==> config.mk <==
export PLATFORM = sky130hd
export DESIGN_NAME = mem_stage
export DESIGN_NICKNAME = d
export VERILOG_FILES = /design/src/rtl/mem_pkg.sv /design/src/rtl/mem_load_align.sv /design/src/rtl/mem_stage.sv
export SDC_FILE = /design/constraint.sdc
export NUM_CORES = 1
export LEC_CHECK = 0
export BUFFER_PORTS_ARGS = -buffer_cell sky130_fd_sc_hd__buf_2
export CORE_UTILIZATION = 30
export DETAILED_ROUTE_END_ITERATION = 8
export GPL_ROUTABILITY_DRIVEN = 1
export SETUP_SLACK_MARGIN = 0.3
export SLEW_MARGIN = 20
export SYNTH_ARGS = -nofsm -noshare
export SYNTH_HDL_FRONTEND = slang
export SYNTH_SLANG_ARGS = --single-unit
==> constraint.sdc <==
create_clock -name clk -period 1.8 [get_ports clk]
set_input_delay 0.09 -clock clk [delete_from_list [all_inputs] [get_ports clk]]
set_output_delay 0.09 -clock clk [all_outputs]
set_load 0.01 [all_outputs]
==> src/rtl/mem_pkg.sv <==
// Shared constants, state encoding and access-legality check for the memory stage.
package mem_pkg;

  localparam int unsigned XLEN     = 32;
  localparam int unsigned REG_W    = 5;
  localparam int unsigned FUNCT3_W = 3;
  localparam int unsigned BE_W     = XLEN / 8;

  localparam logic [FUNCT3_W-1:0] F3_B  = 3'b000;
  localparam logic [FUNCT3_W-1:0] F3_H  = 3'b001;
  localparam logic [FUNCT3_W-1:0] F3_W  = 3'b010;
  localparam logic [FUNCT3_W-1:0] F3_BU = 3'b100;
  localparam logic [FUNCT3_W-1:0] F3_HU = 3'b101;

  typedef enum logic [1:0] {
    IDLE   = 2'd0,
    ACCESS = 2'd1,
    RETIRE = 2'd2
  } state_e;

  // High when the requested access is illegal or misaligned.
  function automatic logic access_fault(input logic          rd_en,
                                        input logic          wr_en,
                                        input logic [FUNCT3_W-1:0] f3,
                                        input logic [1:0]    lo);
    logic f;
    f = 1'b0;
    if (rd_en && wr_en) begin
      f = 1'b1;
    end else if (rd_en) begin
      f = !(f3 inside {F3_B, F3_H, F3_W, F3_BU, F3_HU});
    end else if (wr_en) begin
      f = !(f3 inside {F3_B, F3_H, F3_W});
    end
    if ((rd_en || wr_en) && (f3 == F3_H || f3 == F3_HU) && lo[0]) f = 1'b1;
    if ((rd_en || wr_en) && (f3 == F3_W) && (lo != 2'b00)) f = 1'b1;
    return f;
  endfunction

endpackage

==> src/rtl/mem_load_align.sv <==
// Selects the addressed byte/halfword of a read word and sign/zero extends it.
module mem_load_align
  import mem_pkg::*;
(
  input  logic [XLEN-1:0]     rdata,
  input  logic [1:0]          addr,
  input  logic [FUNCT3_W-1:0] funct3,
  output logic [XLEN-1:0]     data
);

  logic [7:0]  byte_v;
  logic [15:0] half_v;

  always_comb begin
    byte_v = rdata[{addr, 3'b000} +: 8];
    half_v = addr[1] ? rdata[31:16] : rdata[15:0];
    case (funct3)
      F3_B:    data = {{24{byte_v[7]}}, byte_v};
      F3_BU:   data = {24'h000000, byte_v};
      F3_H:    data = {{16{half_v[15]}}, half_v};
      F3_HU:   data = {16'h0000, half_v};
      default: data = rdata;
    endcase
  end

endmodule

==> src/rtl/mem_stage.sv <==
// Pipeline memory stage: captures execute results, runs one data-memory
// req/ack access per load/store and emits a single registered writeback record.
module mem_stage
  import mem_pkg::*;
(
  input  logic                clk,
  input  logic                rst_n,
  input  logic                in_valid,
  input  logic [XLEN-1:0]     ALU_result,
  input  logic [XLEN-1:0]     ReadData2,
  input  logic [REG_W-1:0]    rd,
  input  logic [FUNCT3_W-1:0] funct3,
  input  logic                MemRead,
  input  logic                MemWrite,
  input  logic                RegWrite,
  output logic                stall,
  output logic                dmem_req,
  output logic                dmem_we,
  output logic [XLEN-1:0]     dmem_addr,
  output logic [XLEN-1:0]     dmem_wdata,
  output logic [BE_W-1:0]     dmem_be,
  input  logic                dmem_ack,
  input  logic [XLEN-1:0]     dmem_rdata,
  output logic                wb_valid,
  output logic                wb_we,
  output logic [REG_W-1:0]    wb_rd,
  output logic [XLEN-1:0]     wb_data,
  output logic                mem_fault
);

  state_e                state_q, state_d;
  logic                  stall_q, stall_d;
  logic                  req_q, req_d;
  logic                  we_q, we_d;
  logic [XLEN-1:0]       addr_q, addr_d;
  logic [XLEN-1:0]       wdata_q, wdata_d;
  logic [BE_W-1:0]       be_q, be_d;
  logic [1:0]            lo_q, lo_d;
  logic [FUNCT3_W-1:0]   f3_q, f3_d;
  logic [REG_W-1:0]      rd_q, rd_d;
  logic                  rw_q, rw_d;
  logic                  wb_valid_q, wb_valid_d;
  logic                  wb_we_q, wb_we_d;
  logic [REG_W-1:0]      wb_rd_q, wb_rd_d;
  logic [XLEN-1:0]       wb_data_q, wb_data_d;
  logic                  fault_q, fault_d;
  logic [XLEN-1:0]       load_data;

  mem_load_align u_align (
    .rdata  (dmem_rdata),
    .addr   (lo_q),
    .funct3 (f3_q),
    .data   (load_data)
  );

  always_comb begin
    state_d    = state_q;
    req_d      = req_q;
    we_d       = we_q;
    addr_d     = addr_q;
    wdata_d    = wdata_q;
    be_d       = be_q;
    lo_d       = lo_q;
    f3_d       = f3_q;
    rd_d       = rd_q;
    rw_d       = rw_q;
    wb_valid_d = 1'b0;
    wb_we_d    = 1'b0;
    wb_rd_d    = '0;
    wb_data_d  = '0;
    fault_d    = 1'b0;

    case (state_q)
      IDLE: begin
        if (in_valid) begin
          if (access_fault(MemRead, MemWrite, funct3, ALU_result[1:0])) begin
            state_d    = RETIRE;
            wb_valid_d = 1'b1;
            wb_rd_d    = rd;
            fault_d    = 1'b1;
          end else if (MemRead || MemWrite) begin
            state_d = ACCESS;
            req_d   = 1'b1;
            we_d    = MemWrite;
            addr_d  = {ALU_result[XLEN-1:2], 2'b00};
            lo_d    = ALU_result[1:0];
            f3_d    = funct3;
            rd_d    = rd;
            rw_d    = RegWrite && MemRead && (rd != '0);
            // Loads read the whole word; alignment happens on the returned data.
            if (MemWrite) begin
              case (funct3)
                F3_B: begin
                  wdata_d = {4{ReadData2[7:0]}};
                  be_d    = 4'b0001 << ALU_result[1:0];
                end
                F3_H: begin
                  wdata_d = {2{ReadData2[15:0]}};
                  be_d    = ALU_result[1] ? 4'b1100 : 4'b0011;
                end
                default: begin
                  wdata_d = ReadData2;
                  be_d    = 4'b1111;
                end
              endcase
            end else begin
              wdata_d = '0;
              be_d    = 4'b1111;
            end
          end else begin
            state_d    = RETIRE;
            wb_valid_d = 1'b1;
            wb_we_d    = RegWrite && (rd != '0);
            wb_rd_d    = rd;
            wb_data_d  = ALU_result;
          end
        end
      end
      ACCESS: begin
        if (dmem_ack) begin
          state_d    = RETIRE;
          req_d      = 1'b0;
          we_d       = 1'b0;
          addr_d     = '0;
          wdata_d    = '0;
          be_d       = '0;
          wb_valid_d = 1'b1;
          wb_we_d    = rw_q;
          wb_rd_d    = rd_q;
          wb_data_d  = we_q ? '0 : load_data;
        end
      end
      RETIRE:  state_d = IDLE;
      default: state_d = IDLE;
    endcase

    stall_d = (state_d != IDLE);
  end

  always_ff @(posedge clk or negedge rst_n) begin
    if (!rst_n) begin
      state_q    <= IDLE;
      stall_q    <= 1'b0;
      req_q      <= 1'b0;
      we_q       <= 1'b0;
      addr_q     <= '0;
      wdata_q    <= '0;
      be_q       <= '0;
      lo_q       <= '0;
      f3_q       <= '0;
      rd_q       <= '0;
      rw_q       <= 1'b0;
      wb_valid_q <= 1'b0;
      wb_we_q    <= 1'b0;
      wb_rd_q    <= '0;
      wb_data_q  <= '0;
      fault_q    <= 1'b0;
    end else begin
      state_q    <= state_d;
      stall_q    <= stall_d;
      req_q      <= req_d;
      we_q       <= we_d;
      addr_q     <= addr_d;
      wdata_q    <= wdata_d;
      be_q       <= be_d;
      lo_q       <= lo_d;
      f3_q       <= f3_d;
      rd_q       <= rd_d;
      rw_q       <= rw_d;
      wb_valid_q <= wb_valid_d;
      wb_we_q    <= wb_we_d;
      wb_rd_q    <= wb_rd_d;
      wb_data_q  <= wb_data_d;
      fault_q    <= fault_d;
    end
  end

  assign stall      = stall_q;
  assign dmem_req   = req_q;
  assign dmem_we    = we_q;
  assign dmem_addr  = addr_q;
  assign dmem_wdata = wdata_q;
  assign dmem_be    = be_q;
  assign wb_valid   = wb_valid_q;
  assign wb_we      = wb_we_q;
  assign wb_rd      = wb_rd_q;
  assign wb_data    = wb_data_q;
  assign mem_fault  = fault_q;

endmodule

; ---- Word-level counts from Yosys, hierarchy flattened
; Cells that the tools add are included.
[word_totals]
output_inout_bits = 111
elab_cells = 120
ff_bits = 124
in_bits = 111
[op_classes]
n_eq_ne = 12
shifts = 2
muxes = 66
n_reduce_logical = 23
bitwise_logic = 1
[op_table]
columns = op, count
row1 = 2-to-1 mux 32 bit, 13
row2 = case mux 32 bit (2 select lines), 4
row3 = case mux 32 bit (4 select lines), 1
row4 = indexed part select 32 x 6 -> 8 bit, 1
row5 = 2-to-1 mux 1 bit, 25
row6 = 2-to-1 mux 4 bit, 6
row7 = 2-to-1 mux 5 bit, 4
row8 = 2-to-1 mux 16 bit, 1
row9 = case mux 4 bit (2 select lines), 2
row10 = "equality test 3 bit, second input constant", 4
row11 = case mux 5 bit (2 select lines), 1
row12 = nonzero test 5 bit, 2
row13 = logical AND 1 bit, 8
row14 = 2-to-1 mux 2 bit, 4
row15 = "!= test 2 bit, second input constant", 4
row16 = case mux 1 bit (2 select lines), 4
row17 = "equality test 3 x 1 -> 1 bit, second input constant", 2
row18 = logical NOT 3 bit, 2
row19 = nonzero test 2 bit, 3
row20 = AND reduction 5 bit, 1
row21 = case mux 2 bit (2 select lines), 1
row22 = AND reduction 4 bit, 1
row23 = "<< shifter 1 x 2 -> 4 bit, first input constant", 1
row24 = "equality test 3 x 2 -> 1 bit, second input constant", 1
row25 = other kinds (6), 8

; ---- Depth between registers and ports, before layout
[logic_depth]
ltp_word = 14
ltp_mapped = 8
mapped_depth_nobuf = 5

; ---- By module
; A second synthesis with hierarchy kept.
[hier_totals]
cells_unflattened = 672
hier_area_um2 = 6786.5
[by_module_without_submodules]
columns = mod, seq_area_each_um2, area_per_inst_um2, n_inst, cells_each
row1 = mem_stage, 3052.9, 5940.7, 1, 576
row2 = mem_load_align, 0.0, 845.8, 1, 96

; ---- Least setup slack after synthesis
; No wires, ideal clock.
[synth_timing]
path_type = reg-to-reg
from = reg lo_q[1]
to = reg wb_data_q[30] (netlist: wb_data[30])
slack_ns = 0.149
n_path_buf = 2
t_required_ns = 1.679
stages_incl_launch_ff = 8
t_arrival_ns = 1.530
setup_ns = 0.121
path_cell_list = dfrtp_1 -> buf_2 -> mux2i_1 -> o21ai_1 -> o311a_2 -> buf_4 -> o21ai_0 -> nand2_1
[synth_via]
elab_chain_cells = 5
[synth_lines]
columns = item, line
row1 = from (decl), mem_stage.sv:38  ; logic [1:0] lo_q, lo_d;
row2 = from (signal assigned), mem_stage.sv:166  ; lo_q <= lo_d;
row3 = indexed part select 32 x 6 -> 8 bit / 2-to-1 mux 16 bit (equally long branches), "mem_load_align.sv:15, mem_load_align.sv:16"
row4 = case mux 32 bit (4 select lines) *, mem_load_align.sv:17  ; case (funct3)
row5 = 2-to-1 mux 32 bit *, mem_stage.sv:130  ; wb_data_d = we_q ? '0 : load_data;
row6 = 2-to-1 mux 32 bit *, mem_stage.sv:120  ; if (dmem_ack) begin
row7 = case mux 32 bit (2 select lines) *, mem_stage.sv:73  ; case (state_q)
row8 = via wb_data_d[30], mem_stage.sv:45  ; logic [XLEN-1:0] wb_data_q, wb_data_d;
row9 = to (signal assigned), mem_stage.sv:173  ; wb_data_q <= wb_data_d;
row10 = to (decl), mem_stage.sv:45
; The timed path passes the listed nets; every way through them passes the cells marked *.
; A chain may end at the register's enable or synchronous reset.

; ---- Final worst setup path
[layout_timing]
from = reg lo_q[1]
to = reg wb_data_q[26] (netlist: wb_data[26])
; The elaborated chain is that of the path after synthesis.

==> metrics.md <==
| Metric | Value |
|---|---|
| Syn avg cell area | `11.5 um2` |
| Top post-synthesis cells by count | `dfrtp_1 (122), a22o_1 (54), nand2_1 (54), o21ai_0 (46), o2bb2ai_1 (24)` |
| Worst-path clk slew | `0.06 ns` |
| First-pass GRT wire length | `28,400 um` |
| CP Capture Type | `flop` |
| Final worst setup slack | `0.195 ns` |
| Post-synth EDFFs | `0` |
| Uppermost layer routed | `met4` |
| CTS sink cnt | `122` |
| CTS tree | `yes` |
| Top Ports | `222` |
| Top FF cell, synth | `dfrtp_1` |
| Number of setup violations in the final report | `0` |
| DR pass1 iterations | `5` |
| Fin cells | `1,034` |
| Worst-Margin Slew | `0.662 ns` |
| Maximum vdd drop | `0.000726 V` |
| Final net count | `907` |
| Pins Over Slew Limit | `0` |
| DRC viols | `0` |
| Largest net degree at the start of global routing | `123` |
| WL per Instance | `19.5 um` |
| Initial antenna violation count | `0` |
| Initial Util | `30.9%` |
| Die span in x | `136 um` |
| TritonCTS Buffers | `17` |
| Worst path max stage delay | `0.45 ns` |
| RSZ-0062 raised after global routing | `yes` |
| Met2 routed WL | `9960 um` |
| Met3 wire length | `1700 um` |
| Final Hold Viols | `0` |
| GRT overflow | `0` |
| Cells after synthesis | `466` |
| Maximum capacitance violations | `0` |
| Die height | `136 um` |
| Dpl ws | `0.0667 ns` |
| Synth top area cells | `dfrtp_1 (57%), a22o_1 (8.8%), o21ai_0 (4.3%), o2bb2ai_1 (3.9%), nand2_1 (3.8%)` |
| Post-layout minimum cycle time | `1.60 ns` |
| Worst path required time | `2.11 ns` |
| Total number of H-tree levels | `4` |
| Relative slew slack | `55.9%` |
| Fin crit share | `89.1%` |
| Fmax | `623 MHz` |
| DRT Wirelength | `20,200 um` |
| Root buf cell | `clkbuf_16` |
| CP arrival | `1.91 ns` |
| Cell Pwr Density | `1170 nW/um2` |
| Layout cells sized above 1 | `45.4%` |
| Status | `finished, final reports clean` |
| Met1 WL | `8050 um` |
| HP Class | `in -> reg` |
| Netlist cell types | `37` |
| Area of the die | `18,400 um2` |
| Setup TNS Final | `0 ns` |
| Worst-skew pair later-pin latency | `0.42 ns` |
| Total GRT Usage | `20.7%` |
| Via density | `5.10` |
| CP Cell Sequence | `mux2i_4 -> nor3b_4 -> o311a_4 -> o21ai_1 -> nand2_1` |
| I/O Buffers | `219` |
| Longest Clk Path Bufs | `2` |
| YS warnings | `0` |
| Synth top area share | `57.0%` |
| Inst Count DP | `894` |
| Initial DRC count | `288` |
| Core Area | `17,400 um2` |
| Skew final | `0.00986 ns` |
| Count leader, synth | `dfrtp_1` |
| DRT antenna net count | `0` |
| CP Launch Type | `flop` |
| Final GP Congestion | `0.904` |
| Number of global-route vias before repair | `5,282` |
| Crit Path Class | `reg -> reg` |
| Slowest CP cell | `o311a_4` |
| Synthesized area | `5360 um2` |
| Ant. Diodes | `0` |
| Flops & latches, synth | `122` |
| Max FO, Critical Path | `8` |
| Register area share after synthesis | `57.0%` |
| DR vias | `5,274` |
| Asr flop ratio synth | `100%` |
| Area growth syn-to-layout | `67.4%` |
| Lkg Pwr | `4.53 nW` |
| Hpwl dp | `12,600 um` |
| Synth area leader | `dfrtp_1` |
| Row cnt | `48` |
| Total power | `10.5 mW` |
-- registers in the layout, summed over array words and instances, names as in the netlist, 3 cells and up --
name,flops
wb_data,32
dmem_wdata,32
wb_rd,5
dmem_addr,30
rd_q,5
f3_q,3
dmem_be,4
-- final cells by class --
type                    count  area, um2
fillers                  1552       8380
multi-input cells         307       2510
clock buffers              21        450
clock inverters            11        146
inverters                   2       7.51
well taps                 225        282
flip-flops and latches    122       3060
repair buffers            346       2520
-- final timing paths --
kind / slack [ns] / cells past startpoint / to / startpoint
max: 0.20 / 5 / wb_data[26]$_DFF_PN0_ / lo_q[1]$_DFFE_PN0P_
max in group asynchronous: 0.98 / 3 / state_q[0]$_DFF_PN0_ / rst_n
min: 0.02 / 3 / wb_data[6]$_DFF_PN0_ / dmem_rdata[6]
max reg2reg: 0.20 / 5 / wb_data[26]$_DFF_PN0_ / lo_q[1]$_DFFE_PN0P_
min in group asynchronous: 0.31 / 3 / wb_data[7]$_DFF_PN0_ / rst_n
min reg2reg: 0.48 / 1 / dmem_req$_DFFE_PN0P_ / dmem_req$_DFFE_PN0P_
-- critical path, delay by kind of cell, from the launching register on --
kind	cells	cell delay, ns
multiplexers	1	0.32
flip-flops	1	0.43
AND/OR/NAND/NOR	2	0.16
AO/OA/AOI/OAI	2	0.57
-- power breakdown --
part | switching [mW] | internal, mW
clock network | 1.27 | 2.21
logic | 1.61 | 1.62
registers | 0.422 | 3.32
total | 3.30 | 7.15
-- what timing repair did --
| item | 4_1_cts | 5_1_grt |
|---|---|---|
| endpoints found under the hold margin | 226 | 0 |
| pin swaps | 9 | 21 |
| setup buffers | 5 | 4 |
| endpoints found under the setup margin | 91 | 109 |
| gates resized for setup | 51 | 56 |
| gates cloned | 2 | 9 |
| hold buffers | 88 | 0 |
-- routing by layer --
| layer | vias to the layer above | global-route usage [%] |
|---|---|---|
| met1 | 2576 | 24.3 |
| met5 | - | 0 |
| met3 | 33 | 6.06 |
| li1 | 2376 | - |
| met2 | 289 | 35.2 |
| met4 | 0 | 8.49 |
-- kinds of logic (layout without fill, tap and decap cells) --
logic type / after synthesis / in the layout / share of synthesized area, %
compound gates: 166 / 167 / 22.9
flops: 122 / 122 / 57.0
simple gates: 102 / 102 / 8.69
buf+inv: 39 / 380 / 4.20
mux: 36 / 36 / 7.14
other cells: 1 / 2 / 0.0700
-- through the flow --
stage / instance area [um2] / util, % / hold slack [ns]
after floorplan: 5390 / - / -0.206
after global placement: 6760 / 38.9 / 0.237
after detailed placement: 6760 / 38.9 / 0.249
after CTS: 8450 / 48.7 / 0.000552
after global routing: 8970 / 51.7 / 0.0123
final: 8970 / 51.7 / 0.0189
-- cells in the final DEF, fill, tap and decap left out, types with 3 or more instances in the layout --
| cell | count |
|---|---|
| o2bb2ai_1 | 4 |
| o21a_1 | 7 |
| mux2_4 | 9 |
| o2bb2ai_4 | 7 |
| buf_6 | 6 |
| nor2_2 | 4 |
| or2_2 | 4 |
| o211ai_1 | 4 |
| o21ai_1 | 5 |
| a21oi_1 | 7 |
| a21o_1 | 9 |
| clkinvlp_4 | 5 |
| a21oi_2 | 4 |
| nand2_1 | 54 |
| buf_8 | 4 |
| a22o_1 | 54 |
| buf_2 | 218 |
| clkbuf_16 | 22 |
| mux2i_1 | 17 |
| nor2_1 | 14 |
| bufinv_16 | 3 |
| nor3b_1 | 7 |
| o21ai_2 | 15 |
| mux2_2 | 7 |
| dlygate4sd3_1 | 88 |
| o21ai_0 | 30 |
| dfrtp_1 | 119 |
| dfrtp_2 | 3 |
| buf_12 | 7 |
| buf_4 | 17 |
| nor2b_1 | 3 |
| o2bb2ai_2 | 13 |
| clkbuf_1 | 3 |
(Power assumes the default switching activity.)
